`config.mk`:
```
export PLATFORM = sky130hd
export DESIGN_NAME = iob_soc_sut_rst_seq
export DESIGN_NICKNAME = d
export VERILOG_FILES = /design/src/rtl/iob_soc_sut_rst_seq_pkg.sv /design/src/rtl/iob_sync_bus.sv /design/src/rtl/iob_soc_sut_rst_seq.sv
export SDC_FILE = /design/constraint.sdc
export NUM_CORES = 1
export LEC_CHECK = 0
export ABC_AREA = 1
export BUFFER_PORTS_ARGS = -buffer_cell sky130_fd_sc_hd__buf_2
export CORE_UTILIZATION = 55
export CTS_CLUSTER_DIAMETER = 30
export DETAILED_ROUTE_END_ITERATION = 10
export GPL_ROUTABILITY_DRIVEN = 0
export PLACE_DENSITY = 0.87
export SLEW_MARGIN = 5
export SYNTH_ARGS = -nofsm -noshare
export SYNTH_HDL_FRONTEND = slang
export SYNTH_HIERARCHICAL = 1
export SYNTH_SLANG_ARGS = --single-unit
```
`constraint.sdc`:
```
create_clock -name clk_i -period 1.59 [get_ports clk_i]
set_input_delay 0.159 -clock clk_i [delete_from_list [all_inputs] [get_ports clk_i]]
set_output_delay 0.159 -clock clk_i [all_outputs]
set_load 0.01 [all_outputs]
```
`src/rtl/iob_soc_sut_rst_seq_pkg.sv`:
```
// Shared definitions for the iob_soc_sut reset sequencer.
package iob_soc_sut_rst_seq_pkg;

  localparam int unsigned STATE_W = 3;

  // Encoding is visible on state_o (debug LEDs), so values are fixed.
  typedef enum logic [STATE_W-1:0] {
    S_LOCK    = 3'd0,
    S_INIT    = 3'd1,
    S_STRETCH = 3'd2,
    S_RUN     = 3'd3,
    S_FAIL    = 3'd4
  } state_e;

  // Bit positions inside the synchronised input bus.
  localparam int unsigned SYNC_W      = 3;
  localparam int unsigned SYNC_LOCKED = 0;
  localparam int unsigned SYNC_INIT   = 1;
  localparam int unsigned SYNC_CAL    = 2;

  // States in which the bring-up timeout counter advances.
  function automatic logic is_bringup(state_e s);
    return (s == S_LOCK) || (s == S_INIT) || (s == S_STRETCH);
  endfunction

endpackage

```
`src/rtl/iob_sync_bus.sv`:
```
// Multi-bit level synchroniser: each bit passes SYNC_STAGES flops, reset to 0.
module iob_sync_bus #(
  parameter int unsigned W           = 3,
  parameter int unsigned SYNC_STAGES = 2
) (
  input  logic         clk_i,
  input  logic         arst_i,
  input  logic [W-1:0] d_i,
  output logic [W-1:0] q_o
);

  logic [SYNC_STAGES-1:0][W-1:0] r_sync;

  // Shift chain; stage 0 samples the asynchronous inputs.
  always_ff @(posedge clk_i or posedge arst_i) begin
    if (arst_i) begin
      r_sync <= '0;
    end else begin
      r_sync <= {r_sync[SYNC_STAGES-2:0], d_i};
    end
  end

  assign q_o = r_sync[SYNC_STAGES-1];

endmodule

```
`src/rtl/iob_soc_sut_rst_seq.sv`:
```
// Reset sequencer for iob_soc_sut: waits for PLL lock (and DDR3 init when
// EXTMEM), stretches reset, then releases; latches calibration failure.
module iob_soc_sut_rst_seq
  import iob_soc_sut_rst_seq_pkg::*;
#(
  parameter int unsigned EXTMEM         = 1,
  parameter int unsigned SYNC_STAGES    = 2,
  parameter int unsigned STRETCH_CYCLES = 16,
  parameter int unsigned TIMEOUT_W      = 24
) (
  input  logic               clk_i,
  input  logic               arst_i,
  input  logic               pll_locked_i,
  input  logic               init_done_i,
  input  logic               cal_fail_i,
  output logic               sys_rst_o,
  output logic [STATE_W-1:0] state_o,
  output logic               timeout_o,
  output logic               fail_o
);

  localparam int unsigned STRETCH_W = $clog2(STRETCH_CYCLES + 1);
  localparam logic [STRETCH_W-1:0] STRETCH_LAST = STRETCH_W'(STRETCH_CYCLES - 1);

  logic [SYNC_W-1:0]    w_sync;
  logic                 w_locked_s;
  logic                 w_init_done_s;
  logic                 w_cal_fail_s;

  state_e               r_state;
  state_e               w_state_d;
  logic [STRETCH_W-1:0] r_stretch;
  logic [STRETCH_W-1:0] w_stretch_d;
  logic [TIMEOUT_W-1:0] r_tmo;
  logic [TIMEOUT_W-1:0] w_tmo_d;
  logic                 r_sys_rst;
  logic                 r_fail;

  iob_sync_bus #(
    .W           (SYNC_W),
    .SYNC_STAGES (SYNC_STAGES)
  ) u_sync (
    .clk_i  (clk_i),
    .arst_i (arst_i),
    .d_i    ({cal_fail_i, init_done_i, pll_locked_i}),
    .q_o    (w_sync)
  );

  // Without external memory only PLL lock matters.
  assign w_locked_s    = w_sync[SYNC_LOCKED];
  assign w_init_done_s = (EXTMEM != 0) ? w_sync[SYNC_INIT] : 1'b1;
  assign w_cal_fail_s  = (EXTMEM != 0) ? w_sync[SYNC_CAL]  : 1'b0;

  // Next-state, stretch counter and timeout counter.
  always_comb begin
    w_state_d   = r_state;
    w_stretch_d = r_stretch;
    unique case (r_state)
      S_LOCK: begin
        if (w_locked_s) w_state_d = (EXTMEM != 0) ? S_INIT : S_STRETCH;
      end
      S_INIT: begin
        if (w_cal_fail_s)       w_state_d = S_FAIL;
        else if (!w_locked_s)   w_state_d = S_LOCK;
        else if (w_init_done_s) w_state_d = S_STRETCH;
      end
      S_STRETCH: begin
        if (w_cal_fail_s) begin
          w_state_d   = S_FAIL;
          w_stretch_d = '0;
        end else if (!w_locked_s || !w_init_done_s) begin
          w_state_d   = S_LOCK;
          w_stretch_d = '0;
        end else if (r_stretch == STRETCH_LAST) begin
          w_state_d   = S_RUN;
          w_stretch_d = '0;
        end else begin
          w_stretch_d = r_stretch + STRETCH_W'(1);
        end
      end
      S_RUN: begin
        if (w_cal_fail_s)                       w_state_d = S_FAIL;
        else if (!w_locked_s || !w_init_done_s) w_state_d = S_LOCK;
      end
      S_FAIL: w_state_d = S_FAIL;
      default: w_state_d = S_LOCK;
    endcase

    // Timeout only reports; it never influences the state machine.
    w_tmo_d = r_tmo;
    if ((w_state_d == S_RUN) && (r_state != S_RUN)) begin
      w_tmo_d = '0;
    end else if (is_bringup(r_state) && !(&r_tmo)) begin
      w_tmo_d = r_tmo + TIMEOUT_W'(1);
    end
  end

  // State and registered outputs; reset released on the edge that enters S_RUN.
  always_ff @(posedge clk_i or posedge arst_i) begin
    if (arst_i) begin
      r_state   <= S_LOCK;
      r_stretch <= '0;
      r_tmo     <= '0;
      r_sys_rst <= 1'b1;
      r_fail    <= 1'b0;
    end else begin
      r_state   <= w_state_d;
      r_stretch <= w_stretch_d;
      r_tmo     <= w_tmo_d;
      r_sys_rst <= (w_state_d != S_RUN);
      r_fail    <= r_fail | (w_state_d == S_FAIL);
    end
  end

  assign sys_rst_o = r_sys_rst;
  assign state_o   = r_state;
  assign timeout_o = &r_tmo;
  assign fail_o    = r_fail;

endmodule
```
==> metrics list, run 1 <==
- Outcome: finished, violations left
- Violations in the final reports: setup timing
* Clock-pin slew of the registers on the worst-case setup and hold paths: 0.08 ns
* H-tree levels: 2
- Antenna diode count: 0
- Once placement finished, the instance area stood at 0.00243 mm².
- Across all setup checks in the final design, the least slack found is -0.267 ns.
- FF-to-FF Start: r_tmo[16]
- Share of final-layout standard cells stronger than drive strength 1: 33.4%
- The largest individual stage delay along the critical path comes from the cell sky130_fd_sc_hd__dfrtp_1.
- The number of nets handed over by synthesis was 315.
- Gr usage total: 28.1%
- The max-slew violation total from the final report is 0.
- Final routed wire length divided by cell count: 17.1 µm
- Number of antenna violations at the first check in global routing: 0
- Layout Cells excl Fill: 413
- Final #Nets: 371
* I/O pins: 11
- Skew final: 0.0121 ns
* Residual antenna-violating net count after detailed routing: 0
* Area share of the largest cell type after synthesis: 44.1%
* Setup-violating endpoint count in the final report: 25
* Horizontal die dimension: 65.5 µm
* Largest net degree at the start of global routing: 35
* Peak clock frequency supported by timing: 538 MHz
* Element type at the critical path end: output pin
- Critical path class: flip-flop to output pin
* Power per cell area: 1190 mW/mm²
- Part of the Yosys area used for sequential elements: 45.3%
- Worst min path class: primary input to asynchronous set/reset pin
- Global routing finished with a remaining overflow of 0.
- Combined area of all synthesized cells: 0.00221 mm²
- The largest single stage delay on the critical path is 0.47 ns.
- Counting cells, the worst reg-to-reg path comes to 9.
* Met3 Usage GRT: 6.60%
- The smallest clock period supported by the final layout is computed as 1.86 ns.
* Total number of vias: 2415
- Global routing used 33.8% of the available met1 tracks.
* Startpoint kind of the worst setup timing path: flip-flop
- Largest buffer count on any clock path: 2
- Area grow syn2layout: 35.9%
- The tool flagged a number of max-cap violations equal to 0.
- Max-Slew Margin vs Limit: 70.5%
* Worst-path cell chain: nand4_1 > nor2_2 > inv_1 > nor3_4 > buf_2
- Final Hold Viols: 0
- Yosys mapped the design onto 24 distinct sky130hd cell types.
- Mean post-synth cell area: 7.19 µm²
- Count of warnings emitted by yosys: 6
- The first global-routing pass estimated 8960 µm of wire.
* Clock latency reported for the late side of the worst-skew pair: 0.31 ns
- Counting tap cells, the placed design contains a total of 380 instances.
* Length of the first detailed-routing pass in iterations: 5
- The floorplan has 22 rows.
- By area the synthesized netlist is led by sky130_fd_sc_hd__dfrtp_1, sky130_fd_sc_hd__nand2_1, sky130_fd_sc_hd__nor2_1, sky130_fd_sc_hd__inv_1, sky130_fd_sc_hd__nand3_1.
- Buffers inserted during clock tree synthesis total 5.
* Peak VDD IR: 0.840 mV
- The total area inside the core boundary comes to 0.00377 mm².
- Leaving out fill and tap cells, the most frequent cells in the layout are sky130_fd_sc_hd__nand2_1, sky130_fd_sc_hd__nor2_1, sky130_fd_sc_hd__dfrtp_1.
- Along the worst path, the maximum fanout reaches 4.
* Fraction of met2 tracks used by global routing: 46.0%
- The floorplan step defined a die boundary enclosing 0.00428 mm².
- For this run, design rule violations remaining after detail routing come to 0.
* Launching element of the worst setup path: r_tmo[16]
- Cell type contributing the most total cell area after synthesis: sky130_fd_sc_hd__dfrtp_1
* Synthesized netlist cell count: 308
* Via count of the first global-routing pass: 2077
- Setup repair after global routing could not meet its margin everywhere.
* Vias/cell: 5.85
- At the worst endpoint, the required time is 1.43 ns.
- The detailed router finished its first iteration with 255 violations.
* Most frequent standard cell in the layout excluding fill and tap cells: sky130_fd_sc_hd__nand2_1
- In this run the vertical extent of the chip is 65.5 µm.
- Clock root buffer: sky130_fd_sc_hd__clkbuf_8
* Port bufs: 10
- Setup slack on the worst reg-to-reg path comes out at -0.20 ns.
- For this design the static power due to leakage is 1.42 nW.
* Starting utilization of the core area: 58.7%
* DPL Wire Length: 3440 µm
- Fraction of the cycle the final worst path needs: 117%
- The routed design has 7040 µm of wire.
- CTS tree: yes
- Endpoint arrival time on the critical path: 1.70 ns
* Destination of the critical timing path: timeout_o
- Counting every sink on the clock net gives 40.
- Counting flops and latches in the post-synthesis netlist gives 40.
- The finished cells cover 0.00301 mm².
- The endpoint identified for the worst register-to-register timing path is r_tmo[4].
- After global routing, the most crowded layer is met2.
- For the pin with the worst max-slew slack, the measured transition is 0.443 ns.
[report_power, final]
part	internal, mW	total, mW	switching, mW
Combinational	0.612	1.38	0.773
Sequential	1.15	1.34	0.190
Clock	0.466	0.848	0.382
Total	2.23	3.57	1.34
[Yosys cell counts]
master / n
sky130_fd_sc_hd__a21oi_1: 10
sky130_fd_sc_hd__nand2_2: 1
sky130_fd_sc_hd__inv_1: 37
sky130_fd_sc_hd__nor2_2: 3
sky130_fd_sc_hd__inv_2: 3
sky130_fd_sc_hd__nor3_1: 7
sky130_fd_sc_hd__buf_4: 4
sky130_fd_sc_hd__xor2_1: 1
sky130_fd_sc_hd__ha_1: 2
sky130_fd_sc_hd__or2_2: 2
sky130_fd_sc_hd__o21bai_1: 6
sky130_fd_sc_hd__a21oi_2: 1
sky130_fd_sc_hd__o21ai_0: 6
sky130_fd_sc_hd__nand3_2: 2
sky130_fd_sc_hd__nand3b_1: 1
sky130_fd_sc_hd__nor3_4: 1
sky130_fd_sc_hd__nand2_1: 87
sky130_fd_sc_hd__dfrtp_1: 39
sky130_fd_sc_hd__dfstp_2: 1
sky130_fd_sc_hd__buf_6: 2
sky130_fd_sc_hd__nor2_1: 60
sky130_fd_sc_hd__nand3_1: 19
sky130_fd_sc_hd__nand4_1: 11
sky130_fd_sc_hd__buf_2: 2
[sequential cells by signal, indices dropped and copies added, names as in the netlist]
name and flops:
u_sync/r_sync 3, fail_o 1, r_tmo 24, r_stretch 5, sys_rst_o 1, state_o 3
u_sync/q_o 3
[critical path, delay by kind of cell, from the launching register on]
kind,cells,cell delay [ns]
buffers and inverters,2,0.29
AND/OR/NAND/NOR,3,0.64
flip-flops,1,0.47
[final cells by class]
cell class / instances / area [µm²]
clock inverter: 2 / 35.0
multi-input combinational: 220 / 1220
timing repair buffer: 56 / 444
inverter: 40 / 158
clock buffer: 6 / 72.6
fill: 197 / 761
timing repair inverter: 1 / 16.3
sequential: 40 / 1000
tap: 48 / 60.1
[per-layer routing]
| layer | vias up | routed length [µm] |
|---|---|---|
| met4 | 0 | 344 |
| met3 | 50 | 609 |
| met1 | 1145 | 2640 |
| li1 | 1076 | - |
| met5 | - | 0 |
| met2 | 144 | 3450 |
[stage by stage]
| step | setup slack (ns) | TNS, ns | total power [mW] | utilization, % | hold WS, ns |
|---|---|---|---|---|---|
| final | -0.267 | -3.05 | 3.57 | 79.8 | 0.347 |
| after global placement | -0.0334 | -0.0592 | 2.17 | 64.4 | 0.0799 |
| after floorplan | 0.0495 | 0 | 1.86 | - | -0.0500 |
| after CTS | -0.0778 | -0.175 | 3.13 | 71.0 | 0.329 |
| after global routing | -0.354 | -5.55 | 3.70 | 79.8 | 0.358 |
| after detailed placement | -0.0655 | -0.197 | 2.21 | 64.4 | 0.0991 |
[logic make-up (layout without fill, tap and decap cells)]
group	Yosys count	in the layout	synth area share, %
and+or+nand+nor	194	194	37.6
xor gates and xnor gates	1	1	0.396
buffers and inverters	48	105	9.60
DFF	40	40	45.3
adders and majority gates	2	2	1.13
AOI/OAI and AO/OA	23	23	6.05
[repair_timing]
action	4_1_cts	5_1_grt
setup buffers	4	15
pin swaps	7	20
cloned	1	2
resized for setup	19	66
hold endpoints to repair	42	0
setup endpoints to repair	15	25
hold buffers	4	0
[worst min path at each step]
| stage | end | depth (start not counted) | slack [ns] |
|---|---|---|---|
| floorplan | u_sync/q_o[0] | 1 | -0.05 |
| global placement | u_sync/r_sync[2] | 2 | 0.08 |
| detailed placement | u_sync/r_sync[0] | 2 | 0.1 |
| CTS | u_sync/q_o[1] | 3 | 0.33 |
| global route | u_sync/q_o[2] | 0 | 0.36 |
| finish | u_sync/q_o[1] | 3 | 0.35 |
Note: power is estimated with default switching activity, not from simulation.
==> inputs of run 2 (changes only) <==
--- a/config.mk
+++ b/config.mk
@@ -7,11 +7,12 @@
 export LEC_CHECK = 0
 export ABC_AREA = 1
 export BUFFER_PORTS_ARGS = -buffer_cell sky130_fd_sc_hd__buf_2
-export CORE_UTILIZATION = 55
+export CORE_UTILIZATION = 57
+export CTS_BUF_LIST = sky130_fd_sc_hd__clkbuf_2
 export CTS_CLUSTER_DIAMETER = 30
 export DETAILED_ROUTE_END_ITERATION = 10
 export GPL_ROUTABILITY_DRIVEN = 0
-export PLACE_DENSITY = 0.87
+export PLACE_DENSITY = 0.89
 export SLEW_MARGIN = 5
 export SYNTH_ARGS = -nofsm -noshare
 export SYNTH_HDL_FRONTEND = slang
==> run 2 against run 1 <==
Net effect:
- critical endpoint unchanged
- combinational power up 22%
- setup slack got worse by 0.038 ns
- sequential share of layout area fell by 1.2 points
- the flow still finishes with violations (setup timing)
- global-route usage rose by 1.3 points
- non-clock buffer count increased by 6
==> metrics list, run 2 (synthesis results as in run 1) <==
* Combinational Power Share: 42.6% (was 38.8%)
- CTS tree: yes (unchanged)
- The critical path endpoint category is an output pin (unchanged).
- The max-capacitance violation count is 0 (unchanged).
- The worst reg2reg path endpoint is r_tmo[23] (was r_tmo[4]).
- Flip-flop count of the largest register, all copies and words added: 24 (unchanged)
- Power, Total: 3.97 mW (was 3.57 mW)
* Clock root buffer: sky130_fd_sc_hd__clkbuf_2 (was sky130_fd_sc_hd__clkbuf_8)
- Via count of the first global-routing pass: 2116 (was 2077)
* RSZ-0062 raised after global routing: yes (unchanged)
- Number of antenna violations at the first check in global routing: 0 (unchanged)
* Worst path setup slack after routing: -0.305 ns (was -0.267 ns)
* Worst-case reg-to-reg path depth: 12 (was 9)
* Number of DRC markers after the initial detailed-route iteration: 407 (was 255)
- Die Height: 64.3 µm (was 65.5 µm)
* Fraction of the cycle the final worst path needs: 119% (was 117%)
- R2r setup slk: -0.29 ns (was -0.20 ns)
- Final #Nets: 377 (was 371)
- The critical path start-end classification is flip-flop to output pin (unchanged).
* Largest register by flop count: r_tmo (unchanged)
- Global-route wire length before repair: 9110 µm (was 8960 µm)
* Met3 Usage GRT: 8.21% (was 6.60%)
- Largest net degree at the start of global routing: 35 (unchanged)
* Placed Instances: 380 (unchanged)
* FF+latch area: 0.00100 mm² (about the same)
- The clock-pin slew on the worst setup and hold paths came to 0.21 ns (was 0.08 ns).
* Peak clock frequency supported by timing: 528 MHz (was 538 MHz)
- Crit path time final: 1.90 ns (was 1.86 ns)
- Grt ovf: 0 (unchanged)
* Starting utilization of the core area: 60.0% (was 58.7%)
- The worst flop-to-flop path startpoint was r_tmo[0] (was r_tmo[16]).
- The design area is 0.00312 mm² (was 0.00301 mm²).
- The type of origin of the critical path is a flip-flop (unchanged).
- Std-Cell Rows: 22 (unchanged)
- Total number of vias: 2564 (was 2415)
* Gr usage total: 29.4% (was 28.1%)
- The power per unit of standard cell area was 1270 mW/mm² (was 1190 mW/mm²).
* Antenna diode count: 0 (unchanged)
- Share of total power in the clock network: 24.3% (was 23.7%)
- The net switching power came to 1.50 mW (was 1.34 mW).
* Violations in the final reports: setup timing (unchanged)
- The met1 track demand over resource in global routing was 35.6% (was 33.8%).
- The share of post-route cells with drive strength above 1 is 39.4% (was 33.4%).
- The detailed-route wire length was 7490 µm (was 7040 µm).
* Slew Limit Fails: 0 (unchanged)
* Multi-input combinational cell area: 0.00126 mm² (was 0.00122 mm²)
- The remaining routing DRC violations came to 0 (unchanged).
* Length of the first detailed-routing pass in iterations: 7 (was 5)
* Area of the core: 0.00369 mm² (was 0.00377 mm²)
- Fraction of met2 tracks used by global routing: 47.6% (was 46.0%)
- Die outline area: 0.00414 mm² (was 0.00428 mm²)
* Layout Cells excl Fill: 419 (was 413)
- The maximum clock skew at final layout was 0.0240 ns (was 0.0121 ns).
* CP Max Fanout: 2 (was 4)
* Residual antenna-violating net count after detailed routing: 0 (unchanged)
* Register share of total power: 33.2% (was 37.5%)
- I/O pins: 11 (unchanged)
- DPL Wire Length: 3310 µm (was 3440 µm)
- Vias/cell: 6.12 (was 5.85)
* Port bufs: 10 (unchanged)
- The maximum vdd ir drop came to 0.892 mV (was 0.840 mV).
- The average wire per standard cell is 17.9 µm (was 17.1 µm).
- Leading cell types in the layout, fill and taps excluded: sky130_fd_sc_hd__nand2_1, sky130_fd_sc_hd__dfrtp_1, sky130_fd_sc_hd__buf_4 (was sky130_fd_sc_hd__nand2_1, sky130_fd_sc_hd__nor2_1, sky130_fd_sc_hd__dfrtp_1)
- Worst slack at placement: -0.0879 ns (was -0.0655 ns)
* Worst min path class: primary input to asynchronous set/reset pin (unchanged)
* Cell internal power dissipation: 2.47 mW (was 2.23 mW)
* Max-Slew Margin vs Limit: 70.7% (was 70.5%)
- Setup-violating endpoint count in the final report: 25 (unchanged)
* Largest buffer count on any clock path: 2 (unchanged)
- Final Hold Viols: 0 (unchanged)
* Layer carrying the most global-route usage: met2 (unchanged)
- Most frequent standard cell in the layout excluding fill and tap cells: sky130_fd_sc_hd__nand2_1 (unchanged)
- The standby leakage power is 1.47 nW (was 1.42 nW).
- Endpoint arrival time on the critical path: 1.74 ns (was 1.70 ns)
- Fill cell instance count of the final layout: 186 (was 197)
* Leading registers by flop count: r_tmo x24, r_stretch x5 (unchanged)
- Horizontal die dimension: 64.3 µm (was 65.5 µm)
- Sink Count: 40 (unchanged)
* H-tree levels: 2 (unchanged)
* Outcome: finished, violations left (unchanged)
* Switching part of the total power: 37.8% (was 37.7%)
- The layout overhead on the synthesized area is 40.9% (was 35.9%).
- The area after detailed placement is 0.00243 mm² (unchanged).
* CTS buffer count: 5 (unchanged)
- The required time at the endpoint of the critical path came to 1.43 ns (about the same).
- Worst slew pin tran: 0.439 ns (was 0.443 ns)
- Clock latency reported for the late side of the worst-skew pair: 0.45 ns (was 0.31 ns)
-- run 2: timing repair --
action,4_1_cts,5_1_grt
endpoints found under the hold margin,42,0
setup buffers,10,15
gates resized for setup,34,73
hold buffers,4,0
cloned,1,1
pin swaps,16,30
endpoints found under the setup margin,25,25
-- run 2: worst max-delay path by stage --
stage / end / from / slack, ns / cells past startpoint
2_1_floorplan: r_tmo[22] / r_tmo[0] / 0.05 / 10
3_3_place_gp: r_tmo[17] / r_stretch[0] / -0.01 / 10
3_5_place_dp: r_tmo[17] / r_stretch[1] / -0.09 / 10
4_1_cts: timeout_o / r_tmo[1] / -0.21 / 7
5_1_grt: r_tmo[23] / r_tmo[0] / -0.37 / 12
6_report: timeout_o / r_tmo[1] / -0.31 / 7
-- run 2: per-layer routing --
| layer | up-vias | wire length, µm |
|---|---|---|
| met4 | 0 | 450 |
| met1 | 1210 | 2630 |
| li1 | 1091 | - |
| met2 | 205 | 3690 |
| met3 | 58 | 717 |
| met5 | - | 0 |
-- run 2: final cells by class --
cell class              instances  share of cell area (%)
inverters                      40                    5.29
repair buffers                 62                    16.0
flip-flops and latches         40                    32.2
clock buffers                   5                   0.802
multi-input cells             220                    40.4
repair inverters                1                   0.521
well taps                      48                    1.92
clock inverters                 3                    2.89
-- run 2: worst max-delay path, cell delays in order (launching register included) --
cell,delay [ns]
sky130_fd_sc_hd__dfrtp_1,0.48
sky130_fd_sc_hd__ha_4,0.18
sky130_fd_sc_hd__nand2_2,0.07
sky130_fd_sc_hd__nor2_4,0.11
sky130_fd_sc_hd__nand2_2,0.08
sky130_fd_sc_hd__buf_6,0.14
sky130_fd_sc_hd__nor3_4,0.09
sky130_fd_sc_hd__buf_2,0.16
-- run 2: metrics by stage --
stage / TNS [ns] / hold slack [ns] / util [%]
2_1_floorplan: 0 / -0.0500 / -
3_5_place_dp: -1.38 / 0.0862 / 65.8
4_1_cts: -1.13 / 0.173 / 75.1
5_1_grt: -6.08 / 0.190 / 84.6
3_3_place_gp: -0.0246 / 0.0781 / 65.8
6_report: -4.56 / 0.188 / 84.6
-- run 2: power groups by stage --
stage	Clock [mW]	Combinational [mW]	Sequential (mW)
global placement	0	0.849	1.30
finish	0.963	1.69	1.32
detailed placement	0	0.873	1.30
floorplan	0	0.572	1.29
global route	1.00	1.77	1.32
CTS	0.941	1.01	1.28
==> inputs of run 3 (changes only) <==
--- a/config.mk
+++ b/config.mk
@@ -7,12 +7,12 @@
 export LEC_CHECK = 0
 export ABC_AREA = 1
 export BUFFER_PORTS_ARGS = -buffer_cell sky130_fd_sc_hd__buf_2
-export CORE_UTILIZATION = 57
+export CORE_UTILIZATION = 36
 export CTS_BUF_LIST = sky130_fd_sc_hd__clkbuf_2
 export CTS_CLUSTER_DIAMETER = 30
 export DETAILED_ROUTE_END_ITERATION = 10
 export GPL_ROUTABILITY_DRIVEN = 0
-export PLACE_DENSITY = 0.89
+export PLACE_DENSITY = 0.64
 export SLEW_MARGIN = 5
 export SYNTH_ARGS = -nofsm -noshare
 export SYNTH_HDL_FRONTEND = slang
==> run 3 against run 2 <==
Net effect:
- the run still ends with setup timing left
- first-iteration DRC count shrank 71%
- clock power shrank 38%
- register-to-register slack gained 0.14 ns
- global-route usage shrank 12 points
- cell count grew 4.5%
- clock skew shrank 0.0094 ns
- worst hold slack lost 0.0016 ns
- non-clock buffer count shrank 7
- sequential power is essentially flat
- sequential share of layout area grew 3.3 points
- critical path type unchanged
- final area shrank 9.4%
==> metrics list, run 3 (synthesis results as in run 1) <==
- Slew Limit Fails: 0 (unchanged)
* Total leakage power: 1.38 nW (was 1.47 nW)
- The final setup slack of the worst path is -0.203 ns (was -0.305 ns).
- The HPWL after detailed placement came to 3430 µm (was 3310 µm).
- Worst slew pin tran: 0.434 ns (was 0.439 ns)
- Leading cell types in the layout, fill and taps excluded: sky130_fd_sc_hd__nand2_1, sky130_fd_sc_hd__nor2_1, sky130_fd_sc_hd__dfrtp_1 (was sky130_fd_sc_hd__nand2_1, sky130_fd_sc_hd__dfrtp_1, sky130_fd_sc_hd__buf_4).
* Length of the first detailed-routing pass in iterations: 5 (was 7)
- The count of final setup violators came to 23 (was 25).
- Leading registers by flop count: r_tmo x24, r_stretch x5 (unchanged).
- Outcome: finished, violations left (unchanged).
* Clock-pin slew of the registers on the worst-case setup and hold paths: 0.19 ns (was 0.21 ns)
- Gr usage total: 16.9% (was 29.4%)
- The average wire per standard cell was 11.2 µm (was 17.9 µm).
- The power per unit of standard cell area is 1070 mW/mm² (was 1270 mW/mm²).
- Violations in the final reports: setup timing (unchanged).
* Share of final-layout standard cells stronger than drive strength 1: 26.2% (was 39.4%)
- The number of clock sinks seen by CTS was 40 (unchanged).
* Number of antenna violations at the first check in global routing: 0 (unchanged)
* Clock root buffer: sky130_fd_sc_hd__clkbuf_2 (unchanged)
* FF-to-FF Start: r_tmo[1] (was r_tmo[0])
* Cell internal power dissipation: 1.94 mW (was 2.47 mW)
- Via count of the first global-routing pass: 1938 (was 2116)
- Horizontal die dimension: 80.4 µm (was 64.3 µm)
- Overall routed net length: 4920 µm (was 7490 µm)
- Startpoint kind of the worst setup timing path: flip-flop (unchanged)
- The top-level I/O count is 11 (unchanged).
- The die outline area was 0.00647 mm² (was 0.00414 mm²).
- Endpoint arrival time on the critical path: 1.63 ns (was 1.74 ns)
- The class of the most critical hold timing path was primary input to asynchronous set/reset pin (unchanged).
- Worst slack at placement: -0.0239 ns (was -0.0879 ns)
* Element type at the critical path end: output pin (unchanged)
- The number of routed nets with antenna violations is 0 (unchanged).
* Global-route wire length before repair: 8330 µm (was 9110 µm)
- The net switching power came to 1.10 mW (was 1.50 mW).
- Combinational Power Share: 37.8% (was 42.6%)
* Share of total power in the clock network: 19.6% (was 24.3%)
- Peak VDD IR: 0.653 mV (was 0.892 mV)
- Die Height: 80.4 µm (was 64.3 µm)
- Switching part of the total power: 36.1% (was 37.8%)
* Largest net degree at the start of global routing: 35 (unchanged)
- Vias/cell: 4.74 (was 6.12)
- The area inside the core boundary was 0.00592 mm² (was 0.00369 mm²).
- The clock tree from TritonCTS is yes (unchanged).
- RSZ-0062 raised after global routing: yes (unchanged)
- The length in cells of the worst reg-to-reg path is 12 (unchanged).
* Flip-flop count of the largest register, all copies and words added: 24 (unchanged)
- The critical-path maximum fanout came to 2 (unchanged).
- The maximum clock insertion buffer count came to 2 (unchanged).
- Total number of vias: 2076 (was 2564)
- Hold Worst Slack: 0.186 ns (was 0.188 ns)
- The final-layout fill cell count was 588 (was 186).
- Max-Slew Margin vs Limit: 71.0% (was 70.7%)
* Clock latency reported for the late side of the worst-skew pair: 0.41 ns (was 0.45 ns)
* Setup TNS: -1.33 ns (was -4.56 ns)
* Skew final: 0.0146 ns (was 0.0240 ns)
* R2r setup slk: -0.15 ns (was -0.29 ns)
- The number of hold-slack violations in the final timing report is 0 (unchanged).
* Endpoint of the lowest-slack register-to-register path: r_tmo[22] (was r_tmo[23])
- Fraction of the cycle the final worst path needs: 113% (was 119%)
* Required @ worst endpoint: 1.43 ns (about the same)
- The max-capacitance violation count is 0 (unchanged).
- Antenna diode count: 0 (unchanged)
- The row count came to 28 (was 22).
- The critical path start-end classification was flip-flop to output pin (unchanged).
- Register share of total power: 42.6% (was 33.2%)
* Port bufs: 10 (unchanged)
- Final routed DRC violation total: 0 (unchanged)
- The total congestion overflow was 0 (unchanged).
- Most frequent standard cell in the layout excluding fill and tap cells: sky130_fd_sc_hd__nand2_1 (unchanged)
- The number of design-rule violations left by the first detailed-router iteration is 116 (was 407).
- Area grow syn2layout: 27.7% (was 40.9%)
- The register with the highest flop count is r_tmo (unchanged).
- The initial core utilization came to 37.4% (was 60.0%).
- The total CTS buffers came to 5 (unchanged).
- Crit path time final: 1.79 ns (was 1.90 ns)
- Final #Nets: 369 (was 377)
- The highest achievable clock rate is 558 MHz (was 528 MHz).
- The final core utilization is 47.8% (was 84.6%).
- H-tree levels: 2 (unchanged)
run 3: changes by cell type in the layout (fill, tap and decap cells not counted), moves of 3 or more:
cell,change
sky130_fd_sc_hd__nand2_1,+19
sky130_fd_sc_hd__nor2_1,+17
sky130_fd_sc_hd__nand2_2,-16
sky130_fd_sc_hd__nor2_2,-9
sky130_fd_sc_hd__nor2_4,-8
sky130_fd_sc_hd__buf_6,-5
sky130_fd_sc_hd__inv_1,+3
sky130_fd_sc_hd__nand2_4,-3
run 3: how the worst max path moves through the flow:
stage                  from   endpoint
2_1_floorplan      r_tmo[0]  r_tmo[22]
3_3_place_gp       r_tmo[0]   r_tmo[5]
3_5_place_dp   r_stretch[0]   r_tmo[7]
4_1_cts            r_tmo[1]  timeout_o
5_1_grt            r_tmo[0]  timeout_o
6_report           r_tmo[1]  timeout_o
run 3: power groups by stage:
stage               Clock [mW]  Combinational [mW]  Sequential, mW
global route             0.656                1.28            1.31
floorplan                    0               0.572            1.29
detailed placement           0               0.957            1.30
CTS                      0.621                1.06            1.29
global placement             0               0.941            1.30
finish                   0.594                1.15            1.29
run 3: layout make-up:
class / instances / area (µm²) / area share (%)
clock buffer: 5 / 25.0 / 0.885
multi-input combinational: 220 / 1090 / 38.5
tap: 75 / 93.8 / 3.32
timing repair buffer: 55 / 424 / 15.0
sequential: 40 / 1000 / 35.5
inverter: 40 / 155 / 5.49
clock inverter: 3 / 37.5 / 1.33
run 3: critical path, stage by stage (launching register included):
cell,delay [ns]
sky130_fd_sc_hd__dfrtp_1,0.40
sky130_fd_sc_hd__ha_2,0.19
sky130_fd_sc_hd__nand2_2,0.07
sky130_fd_sc_hd__nor2_4,0.11
sky130_fd_sc_hd__nand2_2,0.07
sky130_fd_sc_hd__buf_6,0.12
sky130_fd_sc_hd__nor3_4,0.11
sky130_fd_sc_hd__buf_2,0.15
run 3: metrics by stage:
stage	area (µm²)	std cells	power, mW
floorplan	2210	308	1.86
global placement	2510	413	2.24
detailed placement	2510	413	2.26
CTS	2740	434	2.97
global route	2830	438	3.25
finish	2830	438	3.03
run 3: repair_timing:
item	4_1_cts	5_1_grt
pin swaps	9	2
hold endpoints to repair	42	0
resized for setup	23	17
setup endpoints to repair	25	25
hold buffers	4	0
setup buffers	9	4
run 3: metal layers:
metal / global-route usage (%) / share of wire, % / vias up
met5: 0 / 0 / -
met4: 6.96 / 1.5 / 0
met3: 3.52 / 3.4 / 7
met2: 28.5 / 50 / 30
met1: 20.9 / 45 / 966
li1: - / - / 1073
